### src/rtl/gmii_pkg.sv
// Shared types and constants for the GMII transmit framer.
// The FCS_EN-only state is present when GMII_TX_FCS_EN is defined.
package gmii_pkg;

  typedef enum logic [2:0] {
    ST_IDLE,
    ST_PRE,
    ST_SFD,
    ST_DATA,
    ST_PAD,
`ifdef GMII_TX_FCS_EN
    ST_FCS,
`endif
    ST_DROP,
    ST_IFG
  } tx_state_e;

  localparam logic [7:0]  PREAMBLE_BYTE = 8'h55;
  localparam logic [7:0]  SFD_BYTE      = 8'hD5;
  localparam logic [31:0] CRC_INIT      = 32'hFFFF_FFFF;
  localparam logic [31:0] CRC_POLY      = 32'h04C1_1DB7;

  function automatic logic [31:0] rev32(input logic [31:0] v);
    logic [31:0] r;
    for (int i = 0; i < 32; i++) r[i] = v[31-i];
    return r;
  endfunction

  localparam logic [31:0] CRC_POLY_REFL = rev32(CRC_POLY);

  // Reflected (LSB-first) CRC-32 update for one byte, as Ethernet transmits it.
  function automatic logic [31:0] crc32_byte(input logic [31:0] crc, input logic [7:0] data);
    logic [31:0] c;
    c = crc ^ {24'h0, data};
    for (int i = 0; i < 8; i++) c = c[0] ? ((c >> 1) ^ CRC_POLY_REFL) : (c >> 1);
    return c;
  endfunction

endpackage

### src/rtl/gmii_tx_framer_crc.sv
// Byte-wide CRC-32 register (crc32_d8); used by gmii_tx_framer only when
// GMII_TX_FCS_EN is defined.
module crc32_d8
  import gmii_pkg::*;
(
  input  logic        clk,
  input  logic        rst_n,
  input  logic        clr,
  input  logic        en,
  input  logic [7:0]  data,
  output logic [31:0] crc
);

  logic [31:0] crc_q, crc_d;

  always_comb begin
    crc_d = crc_q;
    if (clr)     crc_d = CRC_INIT;
    else if (en) crc_d = crc32_byte(crc_q, data);
  end

  always_ff @(posedge clk or negedge rst_n) begin
    if (!rst_n) crc_q <= CRC_INIT;
    else        crc_q <= crc_d;
  end

  assign crc = crc_q;

endmodule

### src/rtl/gmii_tx_framer.sv
// Ethernet transmit framer: preamble/SFD, data, zero pad, optional FCS
// (enabled by GMII_TX_FCS_EN), underrun drop and inter-frame gap.
//
// state | meaning
// IDLE  | waiting for a complete frame in the FIFO
// PRE   | sending PREAMBLE_LEN x 0x55
// SFD   | sending 0xD5
// DATA  | popping and forwarding payload bytes
// PAD   | zero bytes up to MIN_LEN
// FCS   | four inverted CRC bytes, LSB first
// DROP  | discarding the rest of an underrun frame
// IFG   | IFG_LEN idle cycles
module gmii_tx_framer
  import gmii_pkg::*;
#(
  parameter int PREAMBLE_LEN = 7,
  parameter int IFG_LEN      = 12,
  parameter int MIN_LEN      = 60
) (
  input  logic       gmii_gtx_clk,
  input  logic       sys_rst_n,
  input  logic       src_frame_ready,
  input  logic       src_empty,
  input  logic [8:0] src_dout,
  output logic       src_rd_en,
  output logic       fifo_en,
  output logic [7:0] fifo_din,
  output logic       tx_underrun,
  output logic       tx_busy
);

  localparam int TW = 8;

`ifdef GMII_TX_FCS_EN
  localparam tx_state_e      TAIL_ST  = ST_FCS;
  localparam logic [TW-1:0]  TAIL_TMR = TW'(3);
`else
  localparam tx_state_e      TAIL_ST  = ST_IFG;
  localparam logic [TW-1:0]  TAIL_TMR = TW'(IFG_LEN - 1);
`endif

  tx_state_e     state_q, state_d;
  logic [TW-1:0] tmr_q, tmr_d;
  logic [10:0]   cnt_q, cnt_d;
  logic          en_q, en_d;
  logic [7:0]    din_q, din_d;
  logic          ur_q, ur_d;
  logic [10:0]   cnt_inc;
  logic          below_min;

`ifdef GMII_TX_FCS_EN
  logic [31:0]   crc_val;
`endif

  assign cnt_inc   = (&cnt_q) ? cnt_q : cnt_q + 11'd1;
  assign below_min = ({1'b0, cnt_q} + 12'd1) < 12'(MIN_LEN);

  always_comb begin
    state_d   = state_q;
    tmr_d     = tmr_q;
    cnt_d     = cnt_q;
    en_d      = 1'b0;
    din_d     = 8'h00;
    ur_d      = 1'b0;
    src_rd_en = 1'b0;
    case (state_q)
      ST_IDLE: begin
        if (src_frame_ready) begin
          state_d = ST_PRE;
          tmr_d   = TW'(PREAMBLE_LEN - 1);
          cnt_d   = '0;
        end
      end
      ST_PRE: begin
        en_d  = 1'b1;
        din_d = PREAMBLE_BYTE;
        if (tmr_q == '0) state_d = ST_SFD;
        else             tmr_d   = tmr_q - 1'b1;
      end
      ST_SFD: begin
        en_d    = 1'b1;
        din_d   = SFD_BYTE;
        state_d = ST_DATA;
      end
      ST_DATA: begin
        if (src_empty) begin
          ur_d    = 1'b1;
          state_d = ST_DROP;
        end else begin
          src_rd_en = 1'b1;
          en_d      = 1'b1;
          din_d     = src_dout[7:0];
          cnt_d     = cnt_inc;
          if (src_dout[8]) begin
            state_d = below_min ? ST_PAD : TAIL_ST;
            tmr_d   = TAIL_TMR;
          end
        end
      end
      ST_PAD: begin
        en_d  = 1'b1;
        cnt_d = cnt_inc;
        if (!below_min) begin
          state_d = TAIL_ST;
          tmr_d   = TAIL_TMR;
        end
      end
`ifdef GMII_TX_FCS_EN
      ST_FCS: begin
        en_d = 1'b1;
        case (tmr_q[1:0])
          2'd3:    din_d = ~crc_val[7:0];
          2'd2:    din_d = ~crc_val[15:8];
          2'd1:    din_d = ~crc_val[23:16];
          default: din_d = ~crc_val[31:24];
        endcase
        if (tmr_q == '0) begin
          state_d = ST_IFG;
          tmr_d   = TW'(IFG_LEN - 1);
        end else begin
          tmr_d = tmr_q - 1'b1;
        end
      end
`endif
      ST_DROP: begin
        if (!src_empty) begin
          src_rd_en = 1'b1;
          if (src_dout[8]) begin
            state_d = ST_IFG;
            tmr_d   = TW'(IFG_LEN - 1);
          end
        end
      end
      ST_IFG: begin
        if (tmr_q == '0) state_d = ST_IDLE;
        else             tmr_d   = tmr_q - 1'b1;
      end
      default: state_d = ST_IDLE;
    endcase
  end

  always_ff @(posedge gmii_gtx_clk or negedge sys_rst_n) begin
    if (!sys_rst_n) begin
      state_q <= ST_IDLE;
      tmr_q   <= '0;
      cnt_q   <= '0;
      en_q    <= 1'b0;
      din_q   <= 8'h00;
      ur_q    <= 1'b0;
    end else begin
      state_q <= state_d;
      tmr_q   <= tmr_d;
      cnt_q   <= cnt_d;
      en_q    <= en_d;
      din_q   <= din_d;
      ur_q    <= ur_d;
    end
  end

`ifdef GMII_TX_FCS_EN
  // CRC covers exactly the bytes leaving DATA and PAD; it holds steady during FCS.
  crc32_d8 u_crc (
    .clk   (gmii_gtx_clk),
    .rst_n (sys_rst_n),
    .clr   (state_q == ST_IDLE),
    .en    (en_d && (state_q == ST_DATA || state_q == ST_PAD)),
    .data  (din_d),
    .crc   (crc_val)
  );
`endif

  assign fifo_en     = en_q;
  assign fifo_din    = din_q;
  assign tx_underrun = ur_q;
  assign tx_busy     = (state_q != ST_IDLE);

endmodule

### config.mk
export PLATFORM = sky130hd
export DESIGN_NAME = gmii_tx_framer
export DESIGN_NICKNAME = d
export VERILOG_FILES = /design/src/rtl/gmii_pkg.sv /design/src/rtl/gmii_tx_framer_crc.sv /design/src/rtl/gmii_tx_framer.sv
export SDC_FILE = /design/constraint.sdc
export NUM_CORES = 1
export LEC_CHECK = 0
export BUFFER_PORTS_ARGS = -buffer_cell sky130_fd_sc_hd__buf_2
export CORE_MARGIN = 4
export CORE_UTILIZATION = 50
export DETAILED_ROUTE_END_ITERATION = 6
export PLACE_DENSITY = 0.68
export SYNTH_ARGS = -nofsm -noshare
export SYNTH_HDL_FRONTEND = slang
export SYNTH_SLANG_ARGS = --single-unit
### constraint.sdc
create_clock -name gmii_gtx_clk -period 2.3 [get_ports gmii_gtx_clk]
set_input_delay 0.115 -clock gmii_gtx_clk [delete_from_list [all_inputs] [get_ports gmii_gtx_clk]]
set_output_delay 0.115 -clock gmii_gtx_clk [all_outputs]
set_load 0.05 [all_outputs]
==> results.toml <==
[run_status]
status = "finished clean"

[clock_tree]
clock-root-buffer = "sky130_fd_sc_hd__clkbuf_8"
numCtsBuffers = 5
htreeDepth = 2
tritoncts = "built"
cts.sink_count = 32
worstSkewPairLatency_ns = 0.28
clock_path_buffers = 2
cts_clock_pin_slew_for_the_worst_setup_and_hold_paths_ns = 0.07

[global_route]
wire_length_of_the_first_global_routing_pass_um = 7460
grt-ovfl-total = 0
grt_max_degree = 33
grt_pass1_vias = 1557
antenna_found_initial = 0
global_route.usage.total = 0.182

[setup_path]
critPathRequiredTime_ns = 2.48
r2r_start = "cnt_q[0]"
startpoint_type = "register"
worst-r2r-setup-slack_ns = 0.13
path_class = "register to register"
r2r_cells = 7
worstPathMaxFanout = 7
timing.critical_path.arrival_ns = 2.35
worst_r2r_dst = "tmr_q[1]"
crit_end_category = "register"

[timing]
tightest_slew_ns = 0.727
fin_tns_setup_ns = 0
clock-skew-final_ns = 0.00570
final.min_clock_period_ns = 2.17
timing.final.max_slew_violations = 0
timing.final.setup_violations = 0
grt_setup_unrepaired = "false"
finalHoldViolCount = 0
slew_headroom = 0.515
fin_worst_hold_slack_ns = 0.0649
final_min_period_over_clock_period = 0.945
fmax_mhz = 460
final_critical_path_setup_slack_ns = 0.126

[synth]
synth_top_family_by_area = "simple AND/OR/NAND/NOR gates"
ys_types = 55
synth-async-reset-ratio = 1.00
synth_xor_area_frac = 0.00437
synth_area_um2 = 2000
synth_ff_type = "sky130_fd_sc_hd__dfrtp_1"
synth-compound-area-share = 0.238
synth_mux_area_frac = 0.0331
synth.ff_latch_count = 32
nets_in_the_synthesized_netlist = 247
synth_fa_ha_area_frac = 0.0187
part_of_the_yosys_area_used_for_sequential_elements = 0.400
postSynthAreaPerCell_um2 = 8.68
synth_enable_flop_cells = 0
synthCells = 231
ys_warn_count = 0
synthSimpleGateAreaFrac = 0.255

[final_layout]
final_net_count = 276
drive_gt1_frac = 0.211
diodes = 0
syn2layout_area_growth_pct = 16.2
finalCoreUtilization = 0.617
leading_cell_types_in_the_layout_fill_and_taps_excluded = "sky130_fd_sc_hd__dfrtp_1 (32), sky130_fd_sc_hd__buf_2 (24), sky130_fd_sc_hd__nor2_1 (23), sky130_fd_sc_hd__o21ai_0 (18), sky130_fd_sc_hd__nand2_1 (18)"
layout_commonest_cell = "sky130_fd_sc_hd__dfrtp_1"

[worst_hold_path]
hold-path-cell-count = 2
min_path_type = "input port to register"
timing.hold.worst.start = "src_dout[5]"
min_delay_worst_endpoint = "fifo_din[5]"

[floorplanning]
die_h_um = 71.3
floorplan.die_area_um2 = 5090
core_region_area_um2 = 3770
top_level_ports = 25
fp-row-count = 22
initial_utilization = 0.532
die_width_um = 71.3

[detailed_routing]
routedWlPerCell_um = 14.5
drcViolationCount = 0
drt-vias-per-instance = 5.71
route.antenna.remaining_nets = 0
wl_um = 4490
initial_drc_count = 129
number_of_vias_after_detailed_routing = 1765
drt-pass1-iter-count = 4

[place]
gpl.final_weighted_congestion = 0.865
count_of_input_and_output_buffers = 24
dp_hpwl_um = 3200
dp_slack_ns = 0.150

[power]
worst_vdd_rail_ir_drop_mv = 0.450
power_density_nw_per_um2 = 1260
p_total_mw = 2.93
static-leakage-power_nw = 1.06

[run]
cap_viol_max_count = 0
-- stage by stage --
stage	instances	instance area, µm²
floorplan	231	2000
detailed placement	300	2200
finish	309	2330
global placement	300	2200
CTS	309	2320
global route	309	2330
-- cell usage after synthesis (all sizes together) (2+ instances only) --
cell	number	area (µm²)
a211oi	2	15.0
nand4	4	25.0
nand3	10	62.6
nor3	11	55.1
clkbuf	6	22.5
nand2b	9	56.3
a21oi	11	55.1
buf	10	56.3
mux2	2	26.3
a31oi	3	18.8
o21ai	19	95.1
nand2	18	67.6
o211ai	2	15.0
a41oi	4	42.6
and3	7	48.8
inv	6	22.5
o41ai	3	26.3
and2	7	45.1
a221oi	2	23.8
dfrtp	32	801
o31ai	7	52.6
a21o	2	15.0
mux2i	4	40.0
a22oi	2	20.0
nor4	2	12.5
nor2	23	86.3
nor2b	4	25.0
ha	3	37.5
-- worst max-delay path by stage --
stage | endpoint | depth (start not counted) | start | slack [ns]
floorplan | src_rd_en | 5 | state_q[2] | 0.1
global placement | tmr_q[1] | 7 | cnt_q[0] | 0.19
detailed placement | tmr_q[1] | 7 | cnt_q[0] | 0.15
CTS | tmr_q[1] | 7 | cnt_q[0] | 0.13
global route | tmr_q[1] | 6 | cnt_q[0] | 0.003
finish | tmr_q[1] | 7 | cnt_q[0] | 0.13
-- kinds of logic (layout without fill, tap and decap cells) --
family                     Yosys count  after routing
AOI/OAI and AO/OA                   68             68
and+or+nand+nor                     99             99
DFF                                 32             32
xor gates and xnor gates             1              1
muxes                                6              6
buffers and inverters               22             52
adders and majority gates            3              3
-- sequential cells by signal (all words and copies together), names as in the netlist --
signal / flops
cnt_q: 11
fifo_din: 8
tmr_q: 8
state_q: 3
fifo_en: 1
tx_underrun: 1
-- timing repair --
action	CTS	global route
endpoints found under the setup margin	0	1
gates resized for setup	0	1
setup buffers	0	0
hold buffers	1	0
endpoints found under the hold margin	32	0
-- report_power, final --
| group | switching [mW] | internal, mW |
|---|---|---|
| clock | 0.205 | 0.321 |
| sequential | 0.155 | 0.705 |
| combinational | 0.963 | 0.577 |
| total | 1.32 | 1.60 |
-- layout make-up --
| type | instances | area [µm²] |
|---|---|---|
| Clock buffer | 6 | 72.6 |
| Tap cell | 48 | 60.1 |
| Clock inverter | 2 | 35.0 |
| Inverter | 6 | 22.5 |
| Timing Repair Buffer | 38 | 228 |
| Sequential cell | 32 | 801 |
| Multi-Input combinational cell | 177 | 1110 |
| Fill cell | 356 | 1440 |
-- critical path: stages (launching register included) --
cell and delay [ns]:
sky130_fd_sc_hd__dfrtp_1 0.43, sky130_fd_sc_hd__ha_1 0.24, sky130_fd_sc_hd__buf_4 0.16, sky130_fd_sc_hd__xor2_1 0.14, sky130_fd_sc_hd__a41oi_1 0.26, sky130_fd_sc_hd__o211ai_1 0.12
sky130_fd_sc_hd__or3_1 0.46, sky130_fd_sc_hd__o211a_1 0.25
-- metal layers --
layer,global-route usage,up-vias,wire length (µm)
li1,-,905,-
met1,0.260,825,2240
met2,0.274,28,2050
met3,0.0365,7,141
met4,0.0626,0,68
met5,0,-,0
No activity file was read; power rests on OpenSTA's default activity.
